==> config.mk <==
export PLATFORM = sky130hd
export DESIGN_NAME = mealy_table_fsm
export DESIGN_NICKNAME = d
export VERILOG_FILES = /design/src/rtl/mealy_table_pkg.sv /design/src/rtl/mealy_table_mem.sv /design/src/rtl/mealy_table_fsm.sv
export SDC_FILE = /design/constraint.sdc
export NUM_CORES = 1
export LEC_CHECK = 0
export BUFFER_PORTS_ARGS = -buffer_cell sky130_fd_sc_hd__buf_2
export CAP_MARGIN = 20
export CORE_MARGIN = 10
export CORE_UTILIZATION = 30
export CTS_CLUSTER_SIZE = 14
export DETAILED_ROUTE_END_ITERATION = 7
export PLACE_DENSITY = 0.44
export SKIP_LAST_GASP = 1
export SLEW_MARGIN = 5
export SYNTH_ARGS = -nofsm -noshare
export SYNTH_HDL_FRONTEND = slang
export SYNTH_SLANG_ARGS = --single-unit
==> constraint.sdc <==
create_clock -name clk -period 2.9 [get_ports clk]
set_input_delay 0.87 -clock clk [delete_from_list [all_inputs] [get_ports clk]]
set_output_delay 0.87 -clock clk [all_outputs]
set_load 0.01 [all_outputs]
==> src/rtl/mealy_table_pkg.sv <==
// Shared types, default widths and the state-width helper for the table-driven Mealy FSM.
package mealy_table_pkg;

    function automatic int unsigned calc_sw(input int unsigned n);
        return (n < 2) ? 1 : $clog2(n);
    endfunction

    localparam int unsigned DEF_NUM_STATES = 6;
    localparam int unsigned DEF_IN_W       = 1;
    localparam int unsigned DEF_OUT_W      = 1;
    localparam int unsigned DEF_SW         = calc_sw(DEF_NUM_STATES);

    typedef struct packed {
        logic [DEF_SW-1:0]    next;
        logic [DEF_OUT_W-1:0] out;
    } entry_t;

    localparam entry_t DEFAULT_ENTRY = '0;

endpackage

==> src/rtl/mealy_table_mem.sv <==
// Transition/output table: flop array with range-checked synchronous write, synchronous
// active-low clear and an asynchronous read port indexed by {state, x}.
module mealy_table_mem
    import mealy_table_pkg::*;
#(
    parameter int unsigned NUM_STATES  = DEF_NUM_STATES,
    parameter int unsigned IN_W        = DEF_IN_W,
    parameter int unsigned OUT_W       = DEF_OUT_W,
    parameter int unsigned RESET_STATE = 0,
    localparam int unsigned SW         = calc_sw(NUM_STATES)
) (
    input  logic                  clk_i,
    input  logic                  rst_ni,
    input  logic                  wr_en_i,
    input  logic [SW-1:0]         wr_state_i,
    input  logic [IN_W-1:0]       wr_in_i,
    input  logic [SW-1:0]         wr_next_i,
    input  logic [OUT_W-1:0]      wr_out_i,
    output logic                  wr_err_o,
    input  logic [SW-1:0]         rd_state_i,
    input  logic [IN_W-1:0]       rd_in_i,
    output logic [SW+OUT_W-1:0]   rd_data_o
);

    localparam int unsigned EW    = SW + OUT_W;
    localparam int unsigned AW    = SW + IN_W;
    localparam int unsigned DEPTH = NUM_STATES * (2 ** IN_W);
    localparam logic [SW:0]   NS  = (SW + 1)'(NUM_STATES);
    localparam logic [EW-1:0] DEF = {SW'(RESET_STATE), OUT_W'(0)};

    logic [EW-1:0] mem_q [DEPTH];
    logic [EW-1:0] mem_d [DEPTH];
    logic          wr_ok;
    logic [AW-1:0] wr_addr;
    logic [AW-1:0] rd_addr;

    assign wr_ok    = wr_en_i && ({1'b0, wr_state_i} < NS);
    assign wr_err_o = wr_en_i && !wr_ok;
    assign wr_addr  = {wr_state_i, wr_in_i};
    assign rd_addr  = {rd_state_i, rd_in_i};

    always_comb begin
        mem_d = mem_q;
        if (wr_ok) begin
            mem_d[wr_addr] = {wr_next_i, wr_out_i};
        end
    end

    always_ff @(posedge clk_i) begin
        if (!rst_ni) begin
            mem_q <= '{default: DEF};
        end else begin
            mem_q <= mem_d;
        end
    end

    // Rows past NUM_STATES do not exist; never index outside the array.
    assign rd_data_o = ({1'b0, rd_state_i} < NS) ? mem_q[rd_addr] : DEF;

endmodule

==> src/rtl/mealy_table_fsm.sv <==
// Table-driven Mealy FSM: state register, step/error logic and output stage.
// Define MEALY_REG_OUT_EN to register outp/outp_valid one cycle after the step edge.
module mealy_table_fsm
    import mealy_table_pkg::*;
#(
    parameter int unsigned NUM_STATES  = DEF_NUM_STATES,
    parameter int unsigned IN_W        = DEF_IN_W,
    parameter int unsigned OUT_W       = DEF_OUT_W,
    parameter int unsigned RESET_STATE = 0,
    localparam int unsigned SW         = calc_sw(NUM_STATES)
) (
    input  logic             clk,
    input  logic             reset,
    input  logic             cfg_we,
    input  logic [SW-1:0]    cfg_state,
    input  logic [IN_W-1:0]  cfg_in,
    input  logic [SW-1:0]    cfg_next,
    input  logic [OUT_W-1:0] cfg_out,
    input  logic             run_en,
    input  logic [IN_W-1:0]  x,
    input  logic             x_valid,
    output logic [OUT_W-1:0] outp,
    output logic             outp_valid,
    output logic [SW-1:0]    state_o,
    output logic             err
);

    typedef struct packed {
        logic [SW-1:0]    next;
        logic [OUT_W-1:0] out;
    } row_t;

    localparam logic [SW:0]   NS     = (SW + 1)'(NUM_STATES);
    localparam logic [SW-1:0] RST_ST = SW'(RESET_STATE);

    row_t             ent;
    logic             step;
    logic             next_ok;
    logic             wr_err;
    logic [SW-1:0]    state_q, state_d;
    logic             err_q, err_d;
    logic [OUT_W-1:0] outp_c;
    logic             outp_valid_c;

    mealy_table_mem #(
        .NUM_STATES  (NUM_STATES),
        .IN_W        (IN_W),
        .OUT_W       (OUT_W),
        .RESET_STATE (RESET_STATE)
    ) u_mem (
        .clk_i      (clk),
        .rst_ni     (reset),
        .wr_en_i    (cfg_we),
        .wr_state_i (cfg_state),
        .wr_in_i    (cfg_in),
        .wr_next_i  (cfg_next),
        .wr_out_i   (cfg_out),
        .wr_err_o   (wr_err),
        .rd_state_i (state_q),
        .rd_in_i    (x),
        .rd_data_o  (ent)
    );

    assign step    = run_en & x_valid;
    assign next_ok = {1'b0, ent.next} < NS;

    always_comb begin
        state_d = state_q;
        err_d   = err_q | wr_err;
        if (step) begin
            if (next_ok) begin
                state_d = ent.next;
            end else begin
                state_d = RST_ST;
                err_d   = 1'b1;
            end
        end
    end

    always_ff @(posedge clk) begin
        if (!reset) begin
            state_q <= RST_ST;
            err_q   <= 1'b0;
        end else begin
            state_q <= state_d;
            err_q   <= err_d;
        end
    end

    // Output shows the table value even on an illegal transition.
    assign outp_c       = step ? ent.out : '0;
    assign outp_valid_c = step;

`ifdef MEALY_REG_OUT_EN
    logic [OUT_W-1:0] outp_q, outp_d;
    logic             outp_valid_q, outp_valid_d;

    always_comb begin
        outp_d       = outp_c;
        outp_valid_d = outp_valid_c;
    end

    always_ff @(posedge clk) begin
        if (!reset) begin
            outp_q       <= '0;
            outp_valid_q <= 1'b0;
        end else begin
            outp_q       <= outp_d;
            outp_valid_q <= outp_valid_d;
        end
    end

    assign outp       = outp_q;
    assign outp_valid = outp_valid_q;
`else
    assign outp       = outp_c;
    assign outp_valid = outp_valid_c;
`endif

    assign state_o = state_q;
    assign err     = err_q;

endmodule

==> impl_metrics.yaml, run 1 <==
global_route:
  antenna_found_initial: 0
  grt_pass1_wl_um: 9450
  overflow: 0
  grt_max_degree: 35
  grt_pass1_vias: 1617
  track_usage_pct: 10.4
worst_setup_path:
  critical_path_depth: 7
  crit_top_cell: "nor2_1"
  critPathMaxFanout: 4
  cp_slowest_stage_delay_ps: 500
  path_class: "input port to output pin"
  r2r_start: "state_o[2]"
  r2r_slack_ps: 1050
  required_ps: 2030
  crit_buf_inv: 2
  startpoint_type: "input port"
  arrival_ps: 2040
  rr_worst_depth: 5
  r2r_end: "state_o[0]"
  path_cells: "buf_8, mux4_2, mux2i_2, nor2_1, a21oi_1, nor2_1, buf_2"
  slowest_stage: "mux4_2"
  cp_top_family: "multiplexers"
  cp-end-kind: "output pin"
floorplanning:
  die_area_um2: 11800
  rows: 32
  core_um2: 7690
  die_x_um: 109
  ioPinCount: 20
  die_h_um: 109
  initial_utilization_pct: 30.8
synthesis:
  ys_types: 25
  yosys_warnings: 0
  synthFlopType: "dfxtp_1"
  synthTopCellsByCount: "nor2_1 (60), dfxtp_1 (52), mux2i_1 (50)"
  synth_nets: 239
  synthTopCellsByArea: "dfxtp_1 (44%), mux2i_1 (21%), mux4_1 (11%)"
  synth_area_um2: 2370
  yosysTopAreaCell: "dfxtp_1"
  synthArstFlopShare_pct: 0
  ys_seq_area_share_pct: 44.0
  synth.most_common_cell: "nor2_1"
  syn-mean-instance-area_um2: 10.5
  ys_ff_latch: 52
  synth_edf_count: 0
  synth_top_cell_area_share_pct: 44.0
  syn_inst: 225
sta:
  slew_violations: 0
  skew_ps: 6.97
  period_needed_ps: 2910
  fin_crit_sh_pct: 100
  rsz0062_at_grt: "true"
  worst_slew_pin_slew_ps: 598
  fin_ws_ps: -5.57
  hold_viol_final: 0
  fmax_ghz: 0.344
  max_slew_margin_pct: 60.1
  setup_viol: 1
  whs_ps: 494
status:
  status: "finished, violations left"
  violations: "setup timing"
clock_network:
  h-tree-depth: 2
  clk_latency_ps: 310
  clk_path_buf_depth: 2
  clk_pin_slew_ps: 90
  numClockSinks: 52
  cts_tree: "done"
  cts_inserted_buffers: 5
  cts_root_buf: "clkbuf_8"
worst_hold_path:
  hold_end: "u_mem.mem_q[31]"
  hold_start: "u_mem.mem_q[31]"
  hold_class: "flip-flop to flip-flop"
  holdPathStages: 2
cells_and_area:
  drive_above_1_share_pct: 17.8
  fin_nets: 255
  diodes: 0
  fin_util_pct: 34.7
  final_area_um2: 2670
  synthToLayoutAreaGrowth_pct: 12.9
detailed_routing:
  routed_wl_um: 5860
  drtIter0Drc: 61
  drtPass1Iterations: 4
  wl_per_cell_um: 17.1
  drc: 0
  viasPerCell: 4.80
  antenna_left: 0
  route.vias.total: 1648
placed_design:
  pre_cts_slack_ps: -164
  place_area_um2: 2570
  place.port_buffers: 19
  hpwlAfterDp_um: 4160
  gp_congestion: 0.728
flow_run:
  cap_violations: 0
pwr:
  vdd_drop_max_mv: 0.203
  p_leak_nw: 1.13
  fin_total_pwr_mw: 1.23
  power_density_nw_per_um2: 461
how the worst max path moves through the flow:
stage / startpoint / endpoint / slack [ps]
global route: x / outp / -90
global placement: x / outp / -180
finish: x / outp / -6
detailed placement: x / outp / -160
CTS: x / outp / -60
floorplan: x / outp / 130
per-stage QoR:
step | instances | setup TNS, ps
detailed placement | 335 | -164
floorplan | 225 | 0
global route | 343 | -93.5
finish | 343 | -5.57
global placement | 335 | -185
CTS | 343 | -55.2
cell usage in the layout (no fill, tap or decap):
cell / instances
mux2i_1: 49
o32ai_1: 1
o31ai_2: 2
and2b_2: 1
nand3_1: 3
nor2_1: 60
buf_2: 18
clkbuf_8: 5
clkinvlp_4: 1
a31oi_1: 1
mux4_1: 8
inv_1: 2
a21oi_2: 2
mux4_2: 4
dfxtp_1: 52
nor3b_1: 1
mux2i_2: 1
nor2b_1: 2
buf_8: 1
nand2_1: 5
o21ai_0: 1
a22o_1: 2
a21oi_1: 2
buf_12: 1
clkinv_2: 1
nand3b_1: 2
or3_1: 1
nand2b_1: 5
a21o_1: 1
buf_4: 6
per-layer routing:
metal	vias to the layer above	routed length [um]	GRT usage, %
li1	810	-	-
met1	799	2870	14.2
met2	31	2680	15.7
met3	8	207	2.01
met4	0	102	4.05
met5	-	0	0
repair_timing:
item,in CTS,in global routing
pin swaps,2,2
hold buffers,0,0
resized for setup,6,0
buffers inserted,1,0
setup endpoints to repair,1,1
report_power, final:
group / switching [mW] / total [mW] / internal (mW)
sequential: 0.00475 / 0.728 / 0.723
clock: 0.243 / 0.407 / 0.164
combinational: 0.0564 / 0.0957 / 0.0393
sequential cells by signal, summed over array words and instances (netlist names):
name         cells
err              1
state_o          3
u_mem.mem_q     48
kinds of logic after synthesis:
logic type	synth area share, %
AO/OA/AOI/OAI	4.13
AND/OR/NAND/NOR	14.4
buffers and inverters	3.33
flip-flops	44.0
multiplexers	34.2
area by class of cell:
class	instances	area, um^2
sequential	52	1040
fill	820	5020
multi-input combinational	154	1240
clock inverter	2	12.5
timing repair buffer	26	170
clock buffer	5	68.8
inverter	2	7.51
tap	102	128
worst reg2reg max path, cell delays in order (launching register included):
cell     delay [ps]
dfxtp_1         650
mux4_1          380
a22o_1          260
a21oi_2         210
nor2_1           80
o31ai_2         200
Power figures use the tool's default switching activity.
==> run 2: changes to the inputs <==
--- a/config.mk
+++ b/config.mk
@@ -7,11 +7,13 @@
 export LEC_CHECK = 0
 export BUFFER_PORTS_ARGS = -buffer_cell sky130_fd_sc_hd__buf_2
 export CAP_MARGIN = 20
+export CELL_PAD_IN_SITES_DETAIL_PLACEMENT = 1
+export CELL_PAD_IN_SITES_GLOBAL_PLACEMENT = 1
 export CORE_MARGIN = 10
 export CORE_UTILIZATION = 30
 export CTS_CLUSTER_SIZE = 14
 export DETAILED_ROUTE_END_ITERATION = 7
-export PLACE_DENSITY = 0.44
+export PLACE_DENSITY = 0.53
 export SKIP_LAST_GASP = 1
 export SLEW_MARGIN = 5
 export SYNTH_ARGS = -nofsm -noshare
==> impl_metrics.yaml, run 2 (synthesis gave the netlist of run 1 again) <==
sta:
  max_slew_margin_pct: 55.8
  worst_slew_pin_slew_ps: 660
  rsz0062_at_grt: "false"
  fmax_ghz: 0.351
  fin_crit_sh_pct: 98.2
  whs_ps: 494
  setup_viol: 0
  tns_ps: 0
  slew_violations: 0
  fin_ws_ps: 53.1
  period_needed_ps: 2850
  skew_ps: 5.08
  hold_viol_final: 0
detailed_routing:
  routed_wl_um: 6330
  route.vias.total: 1662
  drc: 0
  viasPerCell: 4.85
  drtPass1Iterations: 4
  wl_per_cell_um: 18.5
  drtIter0Drc: 61
  antenna_left: 0
placed_design:
  dpl.cell_count: 336
  pre_cts_slack_ps: -67.7
  place_area_um2: 2570
  gp_congestion: 0.775
  hpwlAfterDp_um: 4570
  place.port_buffers: 19
global_route:
  antenna_found_initial: 0
  grt_max_degree: 20
  track_usage_pct: 11.2
  grtUsageMet3_pct: 2.77
  use_met1_pct: 14.6
  busiest_layer: "met2"
  globalRouteMet2Util_pct: 18.0
  overflow: 0
  grt_pass1_vias: 1760
  grt_pass1_wl_um: 10100
worst_setup_path:
  cp-end-kind: "output pin"
  critPathMaxFanout: 3
  startpoint_type: "input port"
  path_class: "input port to output pin"
  required_ps: 2030
  arrival_ps: 1980
  r2r_slack_ps: 1050
clock_network:
  clk_path_buf_depth: 2
  numClockSinks: 52
  cts_tree: "done"
  cts_hold_buf: 0
  h-tree-depth: 2
  post_cts_buffers: 0
  cts_root_buf: "clkbuf_8"
  clk_pin_slew_ps: 90
  cts_inserted_buffers: 5
  clk_latency_ps: 300
cells_and_area:
  layout_commonest_cell: "nor2_1"
  final.fill_count: 910
  fin_util_pct: 34.5
  fin_nets: 255
  layoutNonFillerInstCount: 343
  diodes: 0
  drive_above_1_share_pct: 17.0
  largest_register: "u_mem.mem_q"
  layout.area.seq_um2: 1040
  final_cell_mix: "nor2_1 (60), dfxtp_1 (52), mux2i_1 (50)"
  final_area_um2: 2650
  multi_input_area_um2: 1240
  synthToLayoutAreaGrowth_pct: 12.0
  largest_reg_flops: 48
floorplanning:
  core_um2: 7690
  die_area_um2: 11800
  die_h_um: 109
  rows: 32
  die_x_um: 109
  ioPinCount: 20
  initial_utilization_pct: 30.8
pwr:
  vdd_drop_max_mv: 0.147
  p_leak_nw: 1.12
  fin_total_pwr_mw: 1.22
  power_density_nw_per_um2: 460
status:
  status: "complete, no violations"
flow_run:
  cap_violations: 0
worst_hold_path:
  hold_class: "flip-flop to flip-flop"
==> run 2: final cells by class <==
cell class	count	area share [%]
Timing Repair Buffer	26	5.95
Clock inverter	1	0.189
Clock buffer	6	2.74
Tap cell	102	4.82
Inverter	2	0.283
Sequential cell	52	39.3
Multi-Input combinational cell	154	46.7
==> run 2: where the power goes <==
part           switching (mW)  internal [mW]  leakage [nW]  total [mW]
combinational          0.0564         0.0374         0.664      0.0938
clock                   0.232          0.165        0.0410       0.397
sequential            0.00520          0.723         0.420       0.728
==> run 2: per-layer routing <==
layer	share of wire, %	wire length (um)
met2	46	2930
met1	49	3110
met5	0	0
met4	1.0	65
met3	3.5	224
==> run 2: path summary, 6_finish.rpt <==
check                                startpoint              end  depth (start not counted)
worst max-delay path                          x             outp                          7
worst min-delay path            u_mem.mem_q[11]  u_mem.mem_q[11]                          2
worst max register to register       state_o[2]       state_o[0]                          5
worst min register to register  u_mem.mem_q[11]  u_mem.mem_q[11]                          2
==> run 2: critical path, cell delays in order <==
cell and delay (ps):
buf_8 80, mux4_2 480, mux2i_1 150, nor2_1 60
a21oi_1 150, nor2_1 50, buf_2 140
==> run 2: timing repair <==
item                                    in CTS  in global routing
pin swaps                                    2                  2
endpoints found under the setup margin       1                  1
gates resized for setup                      5                  0
